File: src/rtl/led_pattern_sequencer_pkg.sv
// Shared types, constants and frame helpers for the LED pattern sequencer.
package led_pattern_sequencer_pkg;

  localparam int unsigned FrameWidth = 8;
  localparam int unsigned TimerWidth = 24;

  typedef logic [FrameWidth-1:0] frame_t;

  typedef enum logic [1:0] {
    ModeCount  = 2'd0,
    ModeGray   = 2'd1,
    ModeWalk   = 2'd2,
    ModeBounce = 2'd3
  } mode_e;

  typedef enum logic {
    StEmpty,
    StFull
  } hs_state_e;

  localparam frame_t SeedCount  = 8'h00;
  localparam frame_t SeedGray   = 8'h00;
  localparam frame_t SeedWalk   = 8'h01;
  localparam frame_t SeedBounce = 8'h01;

  function automatic frame_t seed_of(mode_e mode);
    frame_t seed;
    unique case (mode)
      ModeCount:  seed = SeedCount;
      ModeGray:   seed = SeedGray;
      ModeWalk:   seed = SeedWalk;
      ModeBounce: seed = SeedBounce;
    endcase
    return seed;
  endfunction

  // Only Gray mode encodes the pattern register; the others show it directly.
  function automatic frame_t frame_of(mode_e mode, frame_t p);
    return (mode == ModeGray) ? (p ^ (p >> 1)) : p;
  endfunction

endpackage

File: src/rtl/btn_debouncer.sv
// Two-flop synchroniser plus stability counter; pulses once per accepted rising level.
module btn_debouncer #(
  parameter int unsigned DEBOUNCE_CYCLES = 240000
) (
  input  logic i_clk,
  input  logic i_rst_n,
  input  logic i_btn,
  output logic o_level,
  output logic o_rise_pulse
);

  localparam int unsigned CntWidth = (DEBOUNCE_CYCLES > 1) ? $clog2(DEBOUNCE_CYCLES) : 1;
  localparam logic [CntWidth-1:0] CntMax = CntWidth'(DEBOUNCE_CYCLES - 1);

  logic [1:0]          r_sync;
  logic                r_level;
  logic                r_rise;
  logic [CntWidth-1:0] r_cnt;
  logic                w_differ;
  logic                w_flip;

  assign w_differ = r_sync[1] ^ r_level;
  // Level flips on the DEBOUNCE_CYCLES-th consecutive cycle of disagreement.
  assign w_flip   = w_differ && (r_cnt == CntMax);

  always_ff @(posedge i_clk or negedge i_rst_n) begin
    if (!i_rst_n) begin
      r_sync  <= 2'b00;
      r_level <= 1'b0;
      r_rise  <= 1'b0;
      r_cnt   <= '0;
    end else begin
      r_sync <= {r_sync[0], i_btn};
      r_rise <= w_flip && r_sync[1];
      if (w_flip) begin
        r_level <= r_sync[1];
        r_cnt   <= '0;
      end else if (w_differ) begin
        r_cnt <= r_cnt + CntWidth'(1);
      end else begin
        r_cnt <= '0;
      end
    end
  end

  assign o_level      = r_level;
  assign o_rise_pulse = r_rise;

endmodule

File: src/rtl/led_pattern_sequencer.sv
// Frame timer, pattern generator and valid/ready frame register feeding the LED serialiser.
module led_pattern_sequencer
  import led_pattern_sequencer_pkg::*;
#(
  parameter int unsigned UPDATE_MS   = 200,
  parameter int unsigned MS_CYCLES   = 12000,
  parameter int unsigned DEBOUNCE_MS = 20
) (
  input  logic                  i_clk,
  input  logic                  i_rst_n,
  input  logic                  i_btn,
  input  logic                  i_pause,
  output logic [FrameWidth-1:0] o_data,
  output logic                  o_valid,
  input  logic                  i_ready,
  output logic [1:0]            o_mode,
  output logic                  o_overrun
);

  localparam logic [TimerWidth-1:0] TimerMax = TimerWidth'(UPDATE_MS * MS_CYCLES - 1);

  logic [TimerWidth-1:0] r_tmr;
  hs_state_e             r_state;
  hs_state_e             w_state_d;
  mode_e                 r_mode;
  mode_e                 w_mode_next;
  frame_t                r_pat;
  frame_t                r_data;
  frame_t                w_pat_adv;
  frame_t                w_pat_emit;
  logic                  r_dir_down;
  logic                  w_dir_adv;
  logic                  r_seed_pend;
  logic                  r_overrun;
  logic                  w_tick;
  logic                  w_emit;
  logic                  w_btn_level;
  logic                  w_btn_rise;
  logic                  w_mode_step;

  btn_debouncer #(
    .DEBOUNCE_CYCLES (DEBOUNCE_MS * MS_CYCLES)
  ) u_btn_debouncer (
    .i_clk        (i_clk),
    .i_rst_n      (i_rst_n),
    .i_btn        (i_btn),
    .o_level      (w_btn_level),
    .o_rise_pulse (w_btn_rise)
  );

  assign w_mode_step = w_btn_rise && w_btn_level;
  assign w_mode_next = mode_e'(r_mode + 2'd1);
  assign w_tick      = !i_pause && (r_tmr == TimerMax);
  // A mode step swallows a coincident tick; a tick with a frame pending is dropped.
  assign w_emit      = w_tick && !w_mode_step && (r_state == StEmpty);

  always_ff @(posedge i_clk or negedge i_rst_n) begin
    if (!i_rst_n) begin
      r_tmr <= '0;
    end else if (w_mode_step || w_tick) begin
      r_tmr <= '0;
    end else if (!i_pause) begin
      r_tmr <= r_tmr + TimerWidth'(1);
    end
  end

  always_comb begin
    w_pat_adv = r_pat;
    w_dir_adv = r_dir_down;
    unique case (r_mode)
      ModeCount, ModeGray: w_pat_adv = r_pat + 8'd1;
      ModeWalk:            w_pat_adv = {r_pat[6:0], r_pat[7]};
      ModeBounce: begin
        if (!r_dir_down) begin
          w_pat_adv = r_pat << 1;
          if (w_pat_adv == 8'h80) w_dir_adv = 1'b1;
        end else begin
          w_pat_adv = r_pat >> 1;
          if (w_pat_adv == 8'h01) w_dir_adv = 1'b0;
        end
      end
    endcase
  end

  assign w_pat_emit = r_seed_pend ? r_pat : w_pat_adv;

  always_ff @(posedge i_clk or negedge i_rst_n) begin
    if (!i_rst_n) begin
      r_mode      <= ModeCount;
      r_pat       <= SeedCount;
      r_dir_down  <= 1'b0;
      r_seed_pend <= 1'b1;
      r_data      <= '0;
      r_overrun   <= 1'b0;
    end else begin
      if (w_mode_step) begin
        r_mode      <= w_mode_next;
        r_pat       <= seed_of(w_mode_next);
        r_dir_down  <= 1'b0;
        r_seed_pend <= 1'b1;
      end else if (w_emit) begin
        r_pat       <= w_pat_emit;
        r_data      <= frame_of(r_mode, w_pat_emit);
        r_seed_pend <= 1'b0;
        if (!r_seed_pend) r_dir_down <= w_dir_adv;
      end
      if (w_tick && !w_mode_step && (r_state == StFull)) r_overrun <= 1'b1;
    end
  end

  always_ff @(posedge i_clk or negedge i_rst_n) begin
    if (!i_rst_n) begin
      r_state <= StEmpty;
    end else begin
      r_state <= w_state_d;
    end
  end

  always_comb begin
    w_state_d = r_state;
    unique case (r_state)
      StEmpty: if (w_emit) w_state_d = StFull;
      StFull:  if (i_ready) w_state_d = StEmpty;
    endcase
  end

  always_comb begin
    o_valid   = (r_state == StFull);
    o_data    = r_data;
    o_mode    = r_mode;
    o_overrun = r_overrun;
  end

endmodule
File: config.mk
export PLATFORM = sky130hd
export DESIGN_NAME = led_pattern_sequencer
export DESIGN_NICKNAME = d
export VERILOG_FILES = /design/src/rtl/led_pattern_sequencer_pkg.sv /design/src/rtl/btn_debouncer.sv /design/src/rtl/led_pattern_sequencer.sv
export SDC_FILE = /design/constraint.sdc
export NUM_CORES = 1
export LEC_CHECK = 0
export CORE_ASPECT_RATIO = 0.8
export CORE_MARGIN = 3
export CORE_UTILIZATION = 40
export DETAILED_ROUTE_END_ITERATION = 10
export PLACE_DENSITY = 0.6
export SLEW_MARGIN = 20
export SYNTH_ARGS = -nofsm -noshare
export SYNTH_HDL_FRONTEND = slang
export SYNTH_SLANG_ARGS = --single-unit
File: constraint.sdc
create_clock -name i_clk -period 2.7 [get_ports i_clk]
set_clock_uncertainty 0.1 [all_clocks]
set_input_delay 0.81 -clock i_clk [delete_from_list [all_inputs] [get_ports i_clk]]
set_output_delay 0.81 -clock i_clk [all_outputs]
set_load 0.01 [all_outputs]
==> impl_metrics.tcl <==
set metrics [dict create \
    synth_flop_cell "dfrtp_1" \
    cts_hold_buf 0 \
    path_max_fanout 14 \
    syn_nets 404 \
    fin_crit_ps 2477 \
    period_share_pct 91.72 \
    vias 2775 \
    cap_viol_max_count 0 \
    slew_headroom_pct 58.04 \
    initial_core_util_pct 41.88 \
    drtAntennaViolNets 0 \
    synth_top_area_share_pct 46.37 \
    grt_max_degree 35 \
    routedWlPerCell_um 14.13 \
    reg2reg_setup_slack_ps 220 \
    die-area_um2 10220 \
    synthAdderAreaFrac_pct 2.422 \
    grt_pass1_vias 2692 \
    io_pins 17 \
    routabilityCongestion 0.8862 \
    max_freq_ghz 0.4038 \
    hp-start "u_btn_debouncer.r_sync[0]$_DFF_PN0_" \
    htreeDepth 3 \
    route.detailed.drc 0 \
    post_cts_resized 0 \
    synth_compound_area_share_pct 9.896 \
    rows 30 \
    antenna_found_initial 0 \
    cts.sink_count 68 \
    synth_top_family_by_area "simple AND/OR/NAND/NOR gates" \
    critPathLaunch "r_tmr[16]$_DFFE_PN0P_" \
    syn_area_um2 3616 \
    drive_gt1_share_pct 8.252 \
    worstSetupPathType "reg2reg" \
    p_sw_share_pct 22.70 \
    port_buffers 16 \
    tightestPinTransition_ps 629.5 \
    setup_viol 0 \
    dieWidth_um 112.3 \
    rsz0062_at_grt "false" \
    track_usage_pct 15.38 \
    yosys.area_share.simple_pct 24.29 \
    diodes 0 \
    slew_violations 0 \
    p_clk_share_pct 48.9 \
    synthTopCellsByArea "dfrtp_1 46%, xor2_1 6.3%, nor2_1 6.0%, xnor2_1 4.4%, nand2_1 3.9%" \
    cts_setup_buffers 0 \
    via_per_inst 5.296 \
    overflow 0 \
    clock-root-buffer "clkbuf_16" \
    p_int_mw 1.894 \
    seq_power_share_pct 45.4 \
    first_iter_violations 183 \
    synthMuxAreaShare_pct 1.696 \
    clock_path_buffers 2 \
    ys_seq_area_share_pct 47.09 \
    grt_first_pass_wirelength_um 12890 \
    cp-end-kind "flop" \
    routed_wl_um 7403 \
    layout_setup_ws_ps 223.5 \
    required_ps 2780 \
    vdd_drop_max_mv 0.3662 \
    syn_inst 392 \
    syn_area_per_cell_um2 9.224 \
    cts-buffers-inserted 9 \
    hold_violations 0 \
    r2r-start "r_tmr[16]$_DFFE_PN0P_" \
    hold_path_depth 0 \
    power_frac_comb_pct 5.7 \
    synth_warnings 0 \
    drt-pass1-iter-count 5 \
    synth_cell_types 48 \
    start_kind "flop" \
    leakage_nw 1.802 \
    synth_top_area_cell "dfrtp_1" \
    synth-edff-count 0 \
    final_util_pct 48.77 \
    worst-r2r-cell-count 7 \
    crit_arrival_ps 2560 \
    status "finished, final reports clean" \
    fin_nets 419 \
    clkLatencyLatePin_ps 320 \
    power.density_nw_per_um2 581.9 \
    fin_hold_ws_ps 251.0 \
    hold_path.class "reg2reg" \
    post_synth_xor_area_fraction_pct 10.66 \
    area_delta_synth_final_pct 16.44 \
    dp_hpwl_um 5313 \
    async_flop_share_pct 100.0 \
    synth.ff_latch_count 68 \
    cts_tree "built" \
    power_switching_uw 556.3 \
    coreArea_um2 8633 \
    die_h_um 91.04 \
    dp_slack_ps -110.7 \
    clk_pin_slew_worst_paths_ps 60 \
]
-- cell usage after synthesis, types with 2 or more instances --
library cell   n
or2_2          3
nand2_1       38
ha_1           7
a22oi_1        2
nor4_1         4
nand3_1       21
and3_1         9
nor2_1        58
nand4_1        6
clkbuf_1      16
nand2b_1       2
a31oi_1        8
o21ai_0       20
buf_6          2
xnor2_1       18
or3_1          6
and2_1         2
a21o_1         3
and4_1         6
dfrtp_1       67
xor2_1        26
a21oi_1       12
nor3_1         9
buf_4          2
inv_1         11
nor2b_1        2
o211ai_1       4
a211oi_2       2
or4_1          3
mux2i_1        5
-- per-layer routing --
metal,share of wire (%),up-vias,global-route usage [%]
met5,0,-,0
met4,1.3,0,4.605
met3,5.9,11,3.931
met2,42,82,21.78
met1,51,1295,23.02
li1,-,1387,-
-- flip-flops by register name (all words and copies together), names as in the netlist --
register,cells
o_data,8
o_mode,2
o_overrun,1
o_valid,1
r_dir_down,1
r_pat,8
r_seed_pend,1
r_tmr,24
u_btn_debouncer.o_level,1
u_btn_debouncer.o_rise_pulse,1
u_btn_debouncer.r_cnt,18
u_btn_debouncer.r_sync,2
-- power groups by stage --
| stage | clock (mW) | combinational [mW] | sequential [mW] |
|---|---|---|---|
| 5_1_grt | 1.28 | 0.162 | 1.12 |
| 2_1_floorplan | 0 | 0.0962 | 1.12 |
| 3_3_place_gp | 0 | 0.139 | 1.13 |
| 3_5_place_dp | 0 | 0.143 | 1.13 |
| 6_report | 1.20 | 0.139 | 1.11 |
| 4_1_cts | 1.24 | 0.142 | 1.11 |
-- cell type report --
class,count,area [um2]
clock buffers,11,252.7
multi-input cells,292,1770
clock inverters,5,58.81
flip-flops and latches,68,1703
inverters,12,45.04
well taps,112,140.1
fillers,813,4423
repair buffers,24,240.2
-- per-stage QoR --
stage / total power [mW] / TNS [ps] / std cells / instance area, um2
after global routing: 2.565 / 0 / 524 / 4210
after floorplan: 1.212 / 0 / 392 / 3616
after global placement: 1.268 / -323.9 / 508 / 3899
after detailed placement: 1.272 / -1469 / 508 / 3899
after CTS: 2.491 / 0 / 524 / 4210
final: 2.450 / 0 / 524 / 4210
-- kinds of logic after synthesis --
logic type,after synthesis
buf+inv,32
flops,68
compound gates,58
mux,6
fa+ha+maj,7
xor+xnor,44
simple gates,177
-- final timing paths --
path	to
setup reg to reg	r_dir_down$_DFFE_PN0P_
hold / removal	u_btn_debouncer.r_sync[1]$_DFF_PN0_
setup / recovery	r_dir_down$_DFFE_PN0P_
max in group asynchronous	r_tmr[10]$_DFFE_PN0P_
hold reg to reg	u_btn_debouncer.r_sync[1]$_DFF_PN0_
min in group asynchronous	o_mode[0]$_DFFE_PN0P_
-- worst max-delay path, stage by stage (launching register included) --
cell and delay (ps):
dfrtp_1 440, or4b_1 540, or3_1 380, nor4_4 380, buf_12 190, nand2_1 50, nor4_1 170, nor3_1 80
-- cell usage in the layout (no fill, tap or decap), types with 2 or more instances in the layout --
master,count
o21ai_0,20
nand2b_1,2
or4_1,3
buf_4,6
nor4_1,4
clkdlybuf4s50_1,15
inv_1,11
nor2b_1,2
clkinvlp_4,2
or3_1,6
or2_2,3
a211oi_2,2
a22oi_1,2
dfrtp_1,67
buf_12,2
and3_1,9
ha_1,7
and2_1,2
clkbuf_8,2
xnor2_1,18
a31oi_1,8
a21o_1,3
nand2_1,38
a21oi_1,12
nor2_1,58
clkbuf_16,9
nand3_1,21
nor3_1,9
o211ai_1,4
nand4_1,6
mux2i_1,5
xor2_1,26
and4_1,6
No activity file was read; power rests on OpenSTA's default activity.
